[src/rtl/core_seq_if.sv]
// Bundle between the sequencer and the rest of the core. The i_/o_ prefixes are
// from the sequencer's point of view. The master modport is the sequencer itself.
interface core_seq_if #(
    parameter int OP_W  = 5,
    parameter int CNT_W = 16
) ();
    logic             i_start;
    logic [OP_W-1:0]  i_op;
    logic             i_jump;
    logic             i_branch_en;
    logic             i_branch_taken;
    logic             i_mem_ready;

    logic             o_ir_load;
    logic             o_pc_en;
    logic             o_pc_load_target;
    logic             o_reg_wr_en;
    logic             o_mem_rd_en;
    logic             o_mem_wr_en;
    logic             o_busy;
    logic             o_done;
    logic             o_error;
    logic [2:0]       o_state;
    logic [CNT_W-1:0] o_cycle_count;
    logic [CNT_W-1:0] o_instr_count;

    modport master (
        input  i_start, i_op, i_jump, i_branch_en, i_branch_taken, i_mem_ready,
        output o_ir_load, o_pc_en, o_pc_load_target, o_reg_wr_en, o_mem_rd_en,
               o_mem_wr_en, o_busy, o_done, o_error, o_state, o_cycle_count,
               o_instr_count
    );

    modport slave (
        output i_start, i_op, i_jump, i_branch_en, i_branch_taken, i_mem_ready,
        input  o_ir_load, o_pc_en, o_pc_load_target, o_reg_wr_en, o_mem_rd_en,
               o_mem_wr_en, o_busy, o_done, o_error, o_state, o_cycle_count,
               o_instr_count
    );
endinterface

[src/rtl/core_sequencer.sv]
// Multi-cycle control sequencer: FETCH/DECODE/EXEC/MEM/WB with Start/Done handshake,
// data-memory ready timeout and saturating cycle/instruction counters.
module core_sequencer #(
    parameter int OP_W        = 5,
    parameter int MEM_TIMEOUT = 15,
    parameter int CNT_W       = 16
) (
    input  logic       i_clk,
    input  logic       i_rst_n,
    core_seq_if.master io_seq
);
    // Opcode encodings shared with the decoder's definitions package.
    localparam logic [OP_W-1:0] oLOAD  = OP_W'(8);
    localparam logic [OP_W-1:0] oSTORE = OP_W'(9);
    localparam logic [OP_W-1:0] oHALT  = OP_W'(31);

    typedef enum logic [2:0] {
        S_IDLE   = 3'd0,
        S_FETCH  = 3'd1,
        S_DECODE = 3'd2,
        S_EXEC   = 3'd3,
        S_MEM    = 3'd4,
        S_WB     = 3'd5,
        S_HALTED = 3'd6
    } state_t;

    state_t           r_state;
    state_t           w_next_state;
    logic [OP_W-1:0]  r_op_q;
    logic             r_jmp_q;
    logic             r_br_q;
    logic [7:0]       r_wait_cnt;
    logic             r_error;
    logic [CNT_W-1:0] r_cycle_cnt;
    logic [CNT_W-1:0] r_instr_cnt;

    logic w_ir_load, w_pc_en, w_pc_load_target, w_reg_wr_en;
    logic w_mem_rd_en, w_mem_wr_en, w_done;
    logic w_clr_wait, w_inc_wait, w_set_err, w_clr_cnt;
    logic w_busy, w_enter_fetch, w_is_mem;

    assign w_is_mem      = (r_op_q == oLOAD) || (r_op_q == oSTORE);
    assign w_busy        = (r_state != S_IDLE) && (r_state != S_HALTED);
    // The IDLE->FETCH launch preloads the count instead of incrementing it.
    assign w_enter_fetch = (w_next_state == S_FETCH) && (r_state != S_IDLE);

    always_comb begin
        w_next_state     = r_state;
        w_ir_load        = 1'b0;
        w_pc_en          = 1'b0;
        w_pc_load_target = 1'b0;
        w_reg_wr_en      = 1'b0;
        w_mem_rd_en      = 1'b0;
        w_mem_wr_en      = 1'b0;
        w_done           = 1'b0;
        w_clr_wait       = 1'b0;
        w_inc_wait       = 1'b0;
        w_set_err        = 1'b0;
        w_clr_cnt        = 1'b0;
        case (r_state)
            S_IDLE: begin
                if (io_seq.i_start) begin
                    w_clr_cnt    = 1'b1;
                    w_next_state = S_FETCH;
                end
            end
            S_FETCH: begin
                w_ir_load    = 1'b1;
                w_next_state = S_DECODE;
            end
            S_DECODE: begin
                w_next_state = (io_seq.i_op == oHALT) ? S_HALTED : S_EXEC;
            end
            S_EXEC: begin
                if (w_is_mem) begin
                    w_clr_wait   = 1'b1;
                    w_next_state = S_MEM;
                end else if (r_jmp_q || r_br_q) begin
                    w_pc_en          = 1'b1;
                    w_pc_load_target = r_jmp_q || (r_br_q && io_seq.i_branch_taken);
                    w_next_state     = S_FETCH;
                end else begin
                    w_next_state = S_WB;
                end
            end
            S_MEM: begin
                w_mem_rd_en = (r_op_q == oLOAD);
                w_mem_wr_en = (r_op_q == oSTORE);
                if (io_seq.i_mem_ready) begin
                    w_next_state = S_WB;
                end else if (r_wait_cnt == 8'(MEM_TIMEOUT - 1)) begin
                    w_set_err    = 1'b1;
                    w_next_state = S_HALTED;
                end else begin
                    w_inc_wait = 1'b1;
                end
            end
            S_WB: begin
                w_pc_en      = 1'b1;
                w_reg_wr_en  = (r_op_q != oSTORE);
                w_next_state = S_FETCH;
            end
            S_HALTED: begin
                w_done = 1'b1;
                // A level-held Start must drop before another launch is possible.
                if (!io_seq.i_start) w_next_state = S_IDLE;
            end
            default: w_next_state = S_IDLE;
        endcase
    end

    always_ff @(posedge i_clk) begin
        if (!i_rst_n) begin
            r_state     <= S_IDLE;
            r_op_q      <= '0;
            r_jmp_q     <= 1'b0;
            r_br_q      <= 1'b0;
            r_wait_cnt  <= '0;
            r_error     <= 1'b0;
            r_cycle_cnt <= '0;
            r_instr_cnt <= '0;
        end else begin
            r_state <= w_next_state;
            if (r_state == S_DECODE) begin
                r_op_q  <= io_seq.i_op;
                r_jmp_q <= io_seq.i_jump;
                r_br_q  <= io_seq.i_branch_en;
            end
            if (w_clr_wait)      r_wait_cnt <= '0;
            else if (w_inc_wait) r_wait_cnt <= r_wait_cnt + 8'd1;
            if (w_clr_cnt)      r_error <= 1'b0;
            else if (w_set_err) r_error <= 1'b1;
            if (w_clr_cnt)                           r_cycle_cnt <= '0;
            else if (w_busy && (r_cycle_cnt != '1))  r_cycle_cnt <= r_cycle_cnt + 1'b1;
            if (w_clr_cnt)                                 r_instr_cnt <= CNT_W'(1);
            else if (w_enter_fetch && (r_instr_cnt != '1)) r_instr_cnt <= r_instr_cnt + 1'b1;
        end
    end

    assign io_seq.o_ir_load        = w_ir_load;
    assign io_seq.o_pc_en          = w_pc_en;
    assign io_seq.o_pc_load_target = w_pc_load_target;
    assign io_seq.o_reg_wr_en      = w_reg_wr_en;
    assign io_seq.o_mem_rd_en      = w_mem_rd_en;
    assign io_seq.o_mem_wr_en      = w_mem_wr_en;
    assign io_seq.o_busy           = w_busy;
    assign io_seq.o_done           = w_done;
    assign io_seq.o_error          = r_error;
    assign io_seq.o_state          = r_state;
    assign io_seq.o_cycle_count    = r_cycle_cnt;
    assign io_seq.o_instr_count    = r_instr_cnt;

    a_mem_onehot: assert property (@(posedge i_clk) !(w_mem_rd_en && w_mem_wr_en));
    a_pc_vs_ir:   assert property (@(posedge i_clk) !(w_pc_en && w_ir_load));
endmodule
[src/flat_wrapper.sv]
// flat-port wrapper written by rule: the top's interface ports become plain ports
module core_sequencer_flat 
#(
    parameter int OP_W        = 5,
    parameter int MEM_TIMEOUT = 15,
    parameter int CNT_W       = 16
)
  (i_clk, i_rst_n, io_seq_i_start, io_seq_i_op, io_seq_i_jump, io_seq_i_branch_en, io_seq_i_branch_taken, io_seq_i_mem_ready, io_seq_o_ir_load, io_seq_o_pc_en, io_seq_o_pc_load_target, io_seq_o_reg_wr_en, io_seq_o_mem_rd_en, io_seq_o_mem_wr_en, io_seq_o_busy, io_seq_o_done, io_seq_o_error, io_seq_o_state, io_seq_o_cycle_count, io_seq_o_instr_count);
  core_seq_if #(.OP_W(OP_W), .CNT_W(CNT_W)) io_seq_i ();
  input  logic i_clk;
  input  logic i_rst_n;
  input wire logic [$bits(io_seq_i.i_start)-1:0] io_seq_i_start;
  input wire logic [$bits(io_seq_i.i_op)-1:0] io_seq_i_op;
  input wire logic [$bits(io_seq_i.i_jump)-1:0] io_seq_i_jump;
  input wire logic [$bits(io_seq_i.i_branch_en)-1:0] io_seq_i_branch_en;
  input wire logic [$bits(io_seq_i.i_branch_taken)-1:0] io_seq_i_branch_taken;
  input wire logic [$bits(io_seq_i.i_mem_ready)-1:0] io_seq_i_mem_ready;
  output wire logic [$bits(io_seq_i.o_ir_load)-1:0] io_seq_o_ir_load;
  output wire logic [$bits(io_seq_i.o_pc_en)-1:0] io_seq_o_pc_en;
  output wire logic [$bits(io_seq_i.o_pc_load_target)-1:0] io_seq_o_pc_load_target;
  output wire logic [$bits(io_seq_i.o_reg_wr_en)-1:0] io_seq_o_reg_wr_en;
  output wire logic [$bits(io_seq_i.o_mem_rd_en)-1:0] io_seq_o_mem_rd_en;
  output wire logic [$bits(io_seq_i.o_mem_wr_en)-1:0] io_seq_o_mem_wr_en;
  output wire logic [$bits(io_seq_i.o_busy)-1:0] io_seq_o_busy;
  output wire logic [$bits(io_seq_i.o_done)-1:0] io_seq_o_done;
  output wire logic [$bits(io_seq_i.o_error)-1:0] io_seq_o_error;
  output wire logic [$bits(io_seq_i.o_state)-1:0] io_seq_o_state;
  output wire logic [$bits(io_seq_i.o_cycle_count)-1:0] io_seq_o_cycle_count;
  output wire logic [$bits(io_seq_i.o_instr_count)-1:0] io_seq_o_instr_count;
  assign io_seq_i.i_start = io_seq_i_start;
  assign io_seq_i.i_op = io_seq_i_op;
  assign io_seq_i.i_jump = io_seq_i_jump;
  assign io_seq_i.i_branch_en = io_seq_i_branch_en;
  assign io_seq_i.i_branch_taken = io_seq_i_branch_taken;
  assign io_seq_i.i_mem_ready = io_seq_i_mem_ready;
  assign io_seq_o_ir_load = io_seq_i.o_ir_load;
  assign io_seq_o_pc_en = io_seq_i.o_pc_en;
  assign io_seq_o_pc_load_target = io_seq_i.o_pc_load_target;
  assign io_seq_o_reg_wr_en = io_seq_i.o_reg_wr_en;
  assign io_seq_o_mem_rd_en = io_seq_i.o_mem_rd_en;
  assign io_seq_o_mem_wr_en = io_seq_i.o_mem_wr_en;
  assign io_seq_o_busy = io_seq_i.o_busy;
  assign io_seq_o_done = io_seq_i.o_done;
  assign io_seq_o_error = io_seq_i.o_error;
  assign io_seq_o_state = io_seq_i.o_state;
  assign io_seq_o_cycle_count = io_seq_i.o_cycle_count;
  assign io_seq_o_instr_count = io_seq_i.o_instr_count;
  core_sequencer #(.OP_W(OP_W), .MEM_TIMEOUT(MEM_TIMEOUT), .CNT_W(CNT_W)) u_core (.i_clk(i_clk), .i_rst_n(i_rst_n), .io_seq(io_seq_i));
endmodule
[config.mk]
export PLATFORM = sky130hd
export DESIGN_NAME = core_sequencer_flat
export DESIGN_NICKNAME = d
export VERILOG_FILES = /design/src/rtl/core_seq_if.sv /design/src/rtl/core_sequencer.sv /design/src/flat_wrapper.sv
export SDC_FILE = /design/constraint.sdc
export NUM_CORES = 1
export LEC_CHECK = 0
export CAP_MARGIN = 0
export CORE_ASPECT_RATIO = 0.8
export CORE_MARGIN = 10
export CORE_UTILIZATION = 51
export CTS_BUF_LIST = sky130_fd_sc_hd__clkbuf_4 sky130_fd_sc_hd__clkbuf_8 sky130_fd_sc_hd__clkbuf_16
export CTS_CLUSTER_DIAMETER = 50
export CTS_CLUSTER_SIZE = 16
export DETAILED_ROUTE_END_ITERATION = 8
export HOLD_SLACK_MARGIN = 0.05
export PLACE_DENSITY = 0.83
export SLEW_MARGIN = 0
export SYNTH_ARGS = -nofsm -noshare
export SYNTH_HDL_FRONTEND = slang
export SYNTH_SLANG_ARGS = --single-unit
[constraint.sdc]
create_clock -name i_clk -period 2.22 [get_ports i_clk]
set_clock_uncertainty 0.2 [all_clocks]
set_input_delay 0.444 -clock i_clk [delete_from_list [all_inputs] [get_ports i_clk]]
set_output_delay 0.444 -clock i_clk [all_outputs]
set_load 0.02 [all_outputs]
Yosys cells after proc, flatten, opt, wreduce, memory -nomap -nowiden:

Index checks and enable logic that the tools add are counted.

* add/subtract/negate cells: 3
* equality and inequality tests: 15
* muxes and demuxes: 31
* bitwise logic cells: 1
* reduce and logical (&&, ||, !) cells: 13

Operators by type and width (number)
* 16-bit by 1-bit adder with 16-bit output (second input constant): 2
* 16-bit inequality test (second input constant): 2
* 1-bit two-way mux: 22
* 3-bit two-way mux: 7
* 3-bit one-hot mux with 7 select lines: 1
* 5-bit by 4-bit == test with 1-bit output (second input constant): 2
* 3-bit == test (second input constant): 3
* 8-bit by 1-bit adder with 8-bit output (second input constant): 1
* 8-bit by 4-bit == test with 1-bit output (second input constant): 1
* 3-bit by 1-bit == test with 1-bit output (second input constant): 2
* 3-bit by 2-bit == test with 1-bit output (second input constant): 2
* 5-bit == test (second input constant): 1
* 1-bit logical AND: 5
* 5-bit by 4-bit inequality test with 1-bit output (second input constant): 1
* 2-bit OR reduction: 2
* 3-bit logical NOT: 1
* 1-bit logical OR: 3
* 3-bit inequality test (second input constant): 1
* 3-bit nonzero test: 1
* 1-bit one-hot mux with 2 select lines: 1
* 2-bit nonzero test: 1
* 1-bit inverter: 1

* bits in registers: 51
* input port bits: 12
* word-level logic and storage cells: 72

Logic depth before layout (Yosys ltp):

* depth in word-level cells: 9
* mapped depth: 7
* mapped depth without buffers: 6

Worst setup path before layout:

Ideal clock, no wire load.

* path kind: register -> output
* start: register u_core.r_state[1] (netlist: u_core.io_seq.o_state[1])
* end: output io_seq_o_pc_load_target
* arrival time: 1.820 ns
* required time: 1.576 ns
* path slack: -0.244 ns
* cell stages (with the launch flop): 5
* cell sequence: dfxtp_1 nand2b_1 clkbuf_1 or2_2 nor4_1

* word-level cells in the longest chain between the ends: 2

RTL lines
* from (decl): line core_sequencer.sv:27 `state_t r_state;`
* from (signal assigned): line core_sequencer.sv:123 `r_state <= w_next_state;`
* 3-bit by 2-bit == test with 1-bit output: line core_sequencer.sv:60 `case (r_state)`
* 1-bit two-way mux: line core_sequencer.sv:60
* to (decl): line flat_wrapper.sv:20 `output wire logic [$bits(io_seq_i.o_pc_load_target)-1:0] io_seq_o_pc_load_target;`

No other way between the ends.

Worst setup path in the final report:

* start: register u_core.r_op_q[1]
* end: output io_seq_o_mem_wr_en

* word-level cells in the longest chain between the ends: 2

RTL lines
* from (decl): line core_sequencer.sv:29 `logic [OP_W-1:0] r_op_q;`
* from (signal assigned): line core_sequencer.sv:125 `r_op_q <= io_seq.i_op;`
* 5-bit by 4-bit == test with 1-bit output: line core_sequencer.sv:88 `w_mem_wr_en = (r_op_q == oSTORE);`
* 1-bit two-way mux: line core_sequencer.sv:60
* to (decl): line flat_wrapper.sv:23 `output wire logic [$bits(io_seq_i.o_mem_wr_en)-1:0] io_seq_o_mem_wr_en;`

No other way between the ends.

==> run summary <==
Met1 Track Usage GR = 0.199
Internal = 0.00172 W
Post-Syn Nets = 326
H-tree depth = 2
Crit Path Max Fanout = 3
Clock buffers created by TritonCTS = 5
CTS tree = yes
Fin crit period = 2.24 ns
Fillers = 380
Maximum clock path buffer count = 2
Worst-Skew Late Latency = 0.31 ns
CP Data Arrival Time = 1.59 ns
Post-Route WL = 6.84 mm
Worst hold-check path type = flop to flop
Std cell rows = 23
Cell chain of the critical path = or4b_4 -> nor4b_2 -> buf_4
Mapped Cells = 310
Comb pwr share = 0.337
CP Capture Type = output port
Post-synth top flop = dfxtp_1
CP bufs+invs = 1
Hold Vio Cnt, Final = 0
Mean post-synth cell area = 8.40 um^2
DRC Markers = 0
Die Width = 99.9 um
Drt first pass iters = 4
Initial DRC Count = 131
Outcome = complete, but fails checks
EDFF count, synth = 0
Die ar. = 8380 um^2
Top post-synthesis cells by area = dfxtp_1, xnor2_1, nor2_1
WHS Path Cells = 2
Fin crit share = 1.01
Clock Sinks = 51
Relative slew slack = 0.666
NumNets Final = 404
Inserted Diodes = 0
Multi-input logic area = 1580 um^2
Synth area leader = dfxtp_1
DRT antenna net count = 0
Worst path top cell family by delay = simple AND/OR/NAND/NOR gates
Failing checks = setup timing
Initial Utilization = 0.523
Max-cap violations = 0
GRT overflow = 0
Worst slew pin tran = 0.499 ns
Hold_ws = 0.287 ns
Synth Register Bits = 51
Avg Vias per Cell = 5.68
Vias = 2562
Root Driver = clkbuf_8
Hold-fix buffer count after cts = 0
Met3 usage = 0.0530
Post-synth ARST share = 0
First-pass GRT wire length = 11.7 mm
Worst Slack Setup Final = -0.0157 ns
Seq/Total Area, Yosys = 0.392
FF+latch area = 1020 um^2
Final slew viol count = 0
Critical path class = flop to output port
IO Count = 56
Place WS = -0.325 ns
Busiest grt layer = met2
Clock share of power = 0.262
Leakage power = 1.21 nW
RePlAce Congestion = 0.836
Final Setup Violations = 1
Vias in the first global route = 2471
WP depth = 3
Core ar. = 4980 um^2
Unique masters post-synth = 47
Post-synth top area share = 0.392
CP max-delay cell = or4b_4
Crit path required time = 1.58 ns
Startpoint Class = flop
Hpwl dp = 4.99 mm
Initial antenna violation count = 0
Gr usage total = 0.163
Port bufs = 55
Synth Cell Area = 2600 um^2
Crit path launch = u_core.r_op_q[1]$_SDFFE_PN0P_
Die Span Y = 83.9 um
Ys Warns = 0
Max VDD drop = 0.540 mV
P_sw = 0.000877 W
Reg2reg start = u_core.io_seq.o_state[2]$_SDFF_PN0_
Area Growth Syn to Fin = 36.4%
Worst Hold Launch = u_core.io_seq.o_error$_SDFFE_PP0P_
R2R depth = 7
Layout cells sized above 1 = 0.159
RSZ-0062 raised after global routing = true
Sw Share = 0.338
Reg power frac = 0.401
Reg clk slew, reported paths = 0.09 ns
WL/cell = 15.2 um
Pwr dens = 730 nW/um^2
Fmax achieved = 447 MHz
Largest net degree at the start of global routing = 26
Tot Pwr = 0.00259 W
Grt met2 use = 0.268
Crit path largest cell delay = 0.56 ns
final timing paths:
kind | endpoint | slack [ns]
max | io_seq_o_mem_wr_en | -0.02
max reg2reg | u_core.io_seq.o_instr_count[7]$_SDFFE_PP0P_ | 0.15
min reg2reg | u_core.io_seq.o_error$_SDFFE_PP0P_ | 0.29
min | u_core.io_seq.o_error$_SDFFE_PP0P_ | 0.29
stage by stage:
step,util,std cells,instance area (um^2),TNS (ns)
after global placement,0.682,441,3390,-1.17
after floorplan,-,310,2620,-0.0255
after CTS,0.704,450,3500,-0.0768
after detailed placement,0.682,441,3390,-1.42
final,0.713,451,3550,-0.0157
after global routing,0.713,451,3550,-0.338
cell type report:
class	count	area share
Clock buffer	6	0.0233
Timing Repair Buffer	82	0.207
Sequential cell	51	0.289
Multi-Input combinational cell	244	0.445
Inverter	4	0.00423
Clock inverter	2	0.00987
Tap cell	62	0.0218
worst min-delay path: stages (launching register included):
cell and delay (ns):
dfxtp_1 0.34, nor2_1 0.05, nor2_1 0.07
power by group through the flow:
stage	combinational (W)	clock (W)	sequential, W
after floorplan	0.000430	0	0.00111
after global placement	0.000847	0	0.00105
after detailed placement	0.000860	0	0.00105
after CTS	0.000854	0.000694	0.00104
final	0.000875	0.000679	0.00104
after global routing	0.000958	0.000737	0.00105
registers in the layout (all words and copies together), names as in the netlist:
signal                       count
u_core.r_jmp_q                   1
u_core.io_seq.o_instr_count     16
u_core.r_wait_cnt                8
u_core.io_seq.o_cycle_count     16
u_core.io_seq.o_state            3
u_core.r_br_q                    1
u_core.io_seq.o_error            1
u_core.r_op_q                    5
what timing repair did:
item	4_1_cts	5_1_grt
gates cloned	0	1
endpoints found under the setup margin	10	15
pin swaps	0	4
buffers inserted	1	0
resized for setup	33	15
Yosys cell counts (2+ instances only):
library cell	number
dfxtp_1	51
nor2_1	41
nand2_1	27
nand3_1	19
o21ai_0	19
xnor2_1	19
nand4_1	10
nor3_1	10
clkbuf_1	9
a21boi_0	8
a21oi_1	8
or3_1	8
xor2_1	8
and2_1	7
nor4_1	7
and3_1	6
ha_1	4
inv_1	4
a211oi_1	3
and4_1	3
nor4b_2	3
o211ai_1	3
or4_1	3
buf_2	2
nand2b_1	2
nor2b_1	2
nor3b_1	2
o311ai_0	2
o41ai_1	2
logic make-up after synthesis:
family,Yosys count,share of synthesized area
XOR/XNOR,27,0.0909
adder cells (fa/ha/maj),4,0.0192
AND/OR/NAND/NOR,155,0.314
AO/OA/AOI/OAI,57,0.158
buffers and inverters,16,0.0255
flip-flops,51,0.392
placed cells by master (no fill, tap or decap), types with 2 or more instances in the layout:
master           netlist  routed
a211oi_1               3       3
xnor2_1               19      19
clkbuf_8               0       6
nor4_1                 7       5
o211ai_1               3       3
nor3b_1                2       2
or3_1                  8       7
nor3_1                10      10
ha_1                   4       4
dfxtp_1               51      48
buf_4                  1      29
nor2b_1                2       2
o311ai_1               0       2
clkdlybuf4s50_1        0      45
and2_1                 7       6
o21ai_0               19      19
or4b_4                 1       2
dfxtp_2                0       3
nor4_2                 0       2
o41ai_1                2       2
dlygate4sd2_1          0       4
a21boi_0               8       8
inv_1                  4       4
and3_1                 6       6
nand2_1               27      27
nand4_1               10      10
and4_1                 3       3
nor4b_2                3       3
nor2_1                41      41
a21oi_1                8       8
nand3_1               19      19
nand2b_1               2       2
or4_1                  3       3
xor2_1                 8       8
buf_6                  0       2
metal layers:
metal  wire (um)  vias to the layer above
met5           0                        -
met1        3060                     1222
met4          49                        0
li1            -                     1277
met2        3280                       55
met3         451                        8
Power figures use the tool's default switching activity.
